[config.mk]
export PLATFORM = sky130hd
export DESIGN_NAME = addsub_arbiter
export DESIGN_NICKNAME = d
export VERILOG_FILES = /design/src/rtl/addsub_arbiter.sv
export SDC_FILE = /design/constraint.sdc
export NUM_CORES = 1
export LEC_CHECK = 0
export BUFFER_PORTS_ARGS = -buffer_cell sky130_fd_sc_hd__buf_2
export CAP_MARGIN = 20
export CORE_AREA = 2 2 83 85
export CTS_CLUSTER_DIAMETER = 40
export DETAILED_ROUTE_END_ITERATION = 8
export DIE_AREA = 0 0 85 87
export PLACE_DENSITY = 0.67
export SKIP_LAST_GASP = 1
export SLEW_MARGIN = 20
export SYNTH_ARGS = -nofsm -noshare
export SYNTH_HDL_FRONTEND = slang
export SYNTH_SLANG_ARGS = --single-unit
[constraint.sdc]
create_clock -name i_clk -period 4.9 [get_ports i_clk]
set_clock_uncertainty 0.05 [all_clocks]
set_input_delay 0.49 -clock i_clk [delete_from_list [all_inputs] [get_ports i_clk]]
set_output_delay 0.49 -clock i_clk [all_outputs]
set_load 0.02 [all_outputs]
[src/rtl/addsub_arbiter.sv]
// Round-robin front end that shares one pipelined add/subtract core between
// NUM_REQ requesters and routes each result back to the requester that issued it.
module addsub_arbiter #(
   parameter int NUM_REQ      = 4,
   parameter int WIDTH        = 16,
   parameter int CORE_LATENCY = 2
) (
   input  logic                       i_clk,
   input  logic                       i_rst,
   input  logic                       i_issue_en,
   input  logic [NUM_REQ-1:0]         i_req_valid,
   output logic [NUM_REQ-1:0]         o_req_ready,
   input  logic [NUM_REQ*WIDTH-1:0]   i_req_a,
   input  logic [NUM_REQ*WIDTH-1:0]   i_req_b,
   input  logic [NUM_REQ-1:0]         i_req_sub,
   output logic [NUM_REQ-1:0]         o_rsp_valid,
   output logic [WIDTH-1:0]           o_rsp_z,
   output logic                       o_rsp_ovf,
   output logic [WIDTH-1:0]           o_core_A,
   output logic [WIDTH-1:0]           o_core_B,
   output logic                       o_core_AddSub,
   output logic                       o_core_Sel,
   input  logic [WIDTH-1:0]           i_core_Z,
   input  logic                       i_core_Overflow,
   output logic                       o_busy
);

   localparam int IDW = (NUM_REQ > 1) ? $clog2(NUM_REQ) : 1;

   logic [IDW-1:0]          r_rr_ptr;
   logic [CORE_LATENCY-1:0] r_vld_p;
   logic [IDW-1:0]          r_id_p [CORE_LATENCY];

   logic                    w_gnt_vld;
   logic [IDW-1:0]          w_gnt_id;
   logic [IDW:0]            w_idx;
   logic [IDW-1:0]          w_ptr_nxt;
   logic                    w_rsp_vld;
   logic [IDW-1:0]          w_rsp_id;

   // Search starts at the pointer and wraps; reset also blocks grants so
   // nothing reaches the core while the tag pipeline is being flushed.
   always_comb begin
      w_gnt_vld = 1'b0;
      w_gnt_id  = '0;
      w_idx     = '0;
      for (int off = 0; off < NUM_REQ; off++) begin
         w_idx = {1'b0, r_rr_ptr} + (IDW+1)'(off);
         if (w_idx >= (IDW+1)'(NUM_REQ))
            w_idx = w_idx - (IDW+1)'(NUM_REQ);
         if (!w_gnt_vld && i_req_valid[w_idx[IDW-1:0]]) begin
            w_gnt_vld = 1'b1;
            w_gnt_id  = w_idx[IDW-1:0];
         end
      end
      if (!i_issue_en || i_rst) begin
         w_gnt_vld = 1'b0;
         w_gnt_id  = '0;
      end
   end

   assign w_ptr_nxt = (w_gnt_id == IDW'(NUM_REQ-1)) ? '0 : w_gnt_id + 1'b1;

   always_comb begin
      o_req_ready = '0;
      if (w_gnt_vld)
         o_req_ready[w_gnt_id] = 1'b1;
   end

   assign o_core_A      = w_gnt_vld ? i_req_a[w_gnt_id*WIDTH +: WIDTH] : '0;
   assign o_core_B      = w_gnt_vld ? i_req_b[w_gnt_id*WIDTH +: WIDTH] : '0;
   assign o_core_AddSub = w_gnt_vld ? i_req_sub[w_gnt_id] : 1'b0;
   assign o_core_Sel    = 1'b0;

   // Stage boundary: pointer and tag valids advance alongside the core pipeline
   always_ff @(posedge i_clk or posedge i_rst) begin
      if (i_rst) begin
         r_rr_ptr <= '0;
         r_vld_p  <= '0;
      end else begin
         if (w_gnt_vld)
            r_rr_ptr <= w_ptr_nxt;
         r_vld_p[0] <= w_gnt_vld;
         for (int s = 1; s < CORE_LATENCY; s++)
            r_vld_p[s] <= r_vld_p[s-1];
      end
   end

   // Requester ids are only meaningful where the matching valid bit is set
   always_ff @(posedge i_clk) begin
      r_id_p[0] <= w_gnt_id;
      for (int s = 1; s < CORE_LATENCY; s++)
         r_id_p[s] <= r_id_p[s-1];
   end

   assign w_rsp_vld = r_vld_p[CORE_LATENCY-1];
   assign w_rsp_id  = r_id_p[CORE_LATENCY-1];

   always_comb begin
      o_rsp_valid = '0;
      o_rsp_z     = '0;
      o_rsp_ovf   = 1'b0;
      if (w_rsp_vld) begin
         o_rsp_valid[w_rsp_id] = 1'b1;
         o_rsp_z               = i_core_Z;
         o_rsp_ovf             = i_core_Overflow;
      end
   end

   assign o_busy = |r_vld_p;

endmodule

==> metrics.md <==
| Metric | Value |
|---|---|
| Status | completed |
| NumNets Final | between 500 and 600 |
| Via/cell ratio | around 4.7 |
| Routability Congestion | a little under 0.8 |
| Reg-to-reg critical path startpoint | r_rr_ptr[1] |
| Flops & latches, synth | 8 |
| First-pass GRT wire length | 9.09 mm |
| Initial antenna violation count | 0 |
| Setup Buffers After CTS | 0 |
| # port buffers | around 210 |
| Avg Cell Area, Syn | between 8 and 9 sq um |
| Sequential area share after synthesis | between 10% and 20% |
| Reg clk slew, reported paths | ~0.040 ns |
| CTS tree | yes |
| Synth async-reset ratio | about 50% |
| Area grow syn2layout | 68.1% |
| Clock H-tree levels | 1 |
| Hold_buf cts | 0 |
| Fin Setup TNS | 0 ns |
| Crit path kind | flip-flop to primary output |
| Synth Instances | around 190 |
| Global route overflow | 0 |
| Hold crit path type | primary input to asynchronous set/reset pin |
| Routed Antenna Nets | 0 |
| Gr busiest metal | met2 |
| HPWL Detailed | roughly 5.2 mm |
| Tmin final | about 3.3 ns |
| Required time worst endpoint | about 4.4 ns |
| Worst r2r path cells | 7 |
| Die height | between 80 and 90 um |
| Largest net degree at the start of global routing | 39 |
| RSZ-0062 raised after global routing | no |
| Crit. End Element | primary output |
| Fin crit share | roughly two thirds |
| Core footprint | roughly 6600 sq um |
| Pre-CTS WS | 1.76 ns |
| Max Fclk | ~310 MHz |
| Max cap viols | 0 |
| Library cells used by synthesis | 35 |
| Layout cells sized above 1 | a little under 60% |
| Crit path max fanout | 33 |
| FF-to-FF End | r_rr_ptr[1] |
| Max-slew violation count | 0 |
| FILL cells | around 680 |
| Peak VDD IR | approximately 0.094 mV |
| Die X | ~85 um |
| TritonCTS Buffers | 3 |
| IO Pins | approximately 220 |
| Wire length per cell | ~14 um |
| Critical Path AT | roughly 2.7 ns |
| # DRC | 0 |
| Met1 usage | about a fifth |
| Vias | about 2200 |
| Gates resized, CTS repair | 0 |
| Grt met2 use | 26.3% |
| Initial DRT Pass Iterations | 4 |
| Clock buffer depth | 2 |
| Slew @ Worst Pin | around 1.0 ns |
| DRT Wirelength | approximately 6.4 mm |
| GRT Overall Usage | around 15% |
| Fin. Hold Viols | 0 |
| Yosys warnings | 0 |
| Primary FF master, synth | dfxtp_1 |
| Leakage | roughly 1.6 nW |
| CTS sink cnt | 8 |
| Std cell rows | 30 |
| Final WS setup | 1.64 ns |
| Worst hold slack | ~0.099 ns |
| Starting DRC count in detailed routing | 35 |
| Number of antenna repair diodes | 0 |
| Skew-Pair Late Insertion Delay | between 0.2 and 0.25 ns |
| Worst Setup Start Kind | flip-flop |
| Met3 Use GR | under 10% |
| # setup viols final | 0 |
| Number of global-route vias before repair | slightly below 2000 |
| Synthesized net count | approximately 350 |
| Area of the die | around 7400 sq um |
| Post-synth EDFFs | 0 |
| Cell Pwr Density | around 180 nW/um^2 |
| Root buffer cell | clkbuf_8 |
| Cell Area, Synth | 1610 sq um |
| Initial Util | between 20% and 30% |
| Worst slew margin | a little under a third |
| Register-to-register setup slack | about 2.5 ns |
-- placed cells by master, fill, tap and decap left out, drive strengths merged, types with 2 or more instances in the layout --
master    n
and2     21
o22ai    32
nor3b     2
nor4      2
nand2     3
dfrtp     4
dfxtp     4
mux2i    65
or2       2
inv       5
buf     217
nor2b     2
nand2b    3
nor2      7
a21oi     2
ha        4
clkbuf    4
-- cell type report --
cell class              count  area [sq um]  area share (%)
multi-input cells         157          1270            46.9
repair buffers            217          1090            40.4
flip-flops and latches      8           180            6.65
well taps                  80           100            3.70
clock buffers               4          45.0            1.66
inverters                   5          18.8           0.693
-- layer usage --
layer / up-vias / routed length (um)
met2: 102 / 3360
met1: 994 / 2620
met5: - / 0
met3: 5 / 405
met4: 0 / 49
li1: 1107 / -
-- stage by stage --
stage          utilization [%]  area [sq um]  std cells  total power, mW
2_1_floorplan                -          1610        187            0.295
3_5_place_dp              40.5          2660        467            0.398
4_1_cts                   41.2          2710        471            0.483
3_3_place_gp              40.5          2660        467            0.393
5_1_grt                   41.2          2710        471            0.509
6_report                  41.2          2710        471            0.478
-- report_power, final --
part           total, mW  internal (mW)  switching, mW
clock             0.0820         0.0563         0.0257
sequential        0.0799         0.0725        0.00738
combinational      0.316          0.148          0.168
total              0.478          0.277          0.201
-- synth_stat cells (all sizes together) (2+ instances only) --
cell / n / share of area (%)
mux2i: 65 / 40
o22ai: 32 / 12
and2: 21 / 8.2
buf: 10 / 8.0
clkbuf: 7 / 1.6
nor2: 7 / 1.6
inv: 5 / 1.2
dfrtp: 4 / 6.2
dfxtp: 4 / 5.0
ha: 4 / 3.1
nand2: 3 / 0.70
nand2b: 3 / 1.2
a21oi: 2 / 0.62
nor2b: 2 / 0.78
nor3b: 2 / 0.93
nor4: 2 / 1.2
or2: 2 / 0.78
-- flip-flops by register name, indices dropped and copies added, names as in the netlist --
register,flops
r_vld_p,2
r_id_p,4
r_rr_ptr,2
-- worst max-delay path: stages (launching register included) --
cell      delay [ns]
dfrtp_1         0.42
nand2b_1        0.16
a21oi_1         0.35
or3_2           0.89
mux2i_1         0.36
o22ai_1         0.13
buf_2           0.17
-- how the worst max path moves through the flow --
stage	start	end	slack [ns]
floorplan	i_req_valid[2]	o_core_A[0]	2.53
global placement	i_req_valid[2]	o_core_B[14]	1.81
detailed placement	i_req_valid[2]	o_core_B[14]	1.76
CTS	r_rr_ptr[1]	o_core_B[14]	1.62
global route	r_rr_ptr[1]	o_core_B[14]	1.48
finish	r_rr_ptr[1]	o_core_A[5]	1.64
-- cell families (layout without fill, tap and decap cells) --
family	Yosys count	count (layout)	share of synthesized area [%]
buffers and inverters	22	226	10.8
AOI/OAI and AO/OA	40	40	16.6
muxes	66	66	41.1
other	1	1	0.233
adders and majority gates	4	4	3.11
and+or+nand+nor	46	46	16.9
DFF	8	8	11.2
Power figures use the tool's default switching activity.
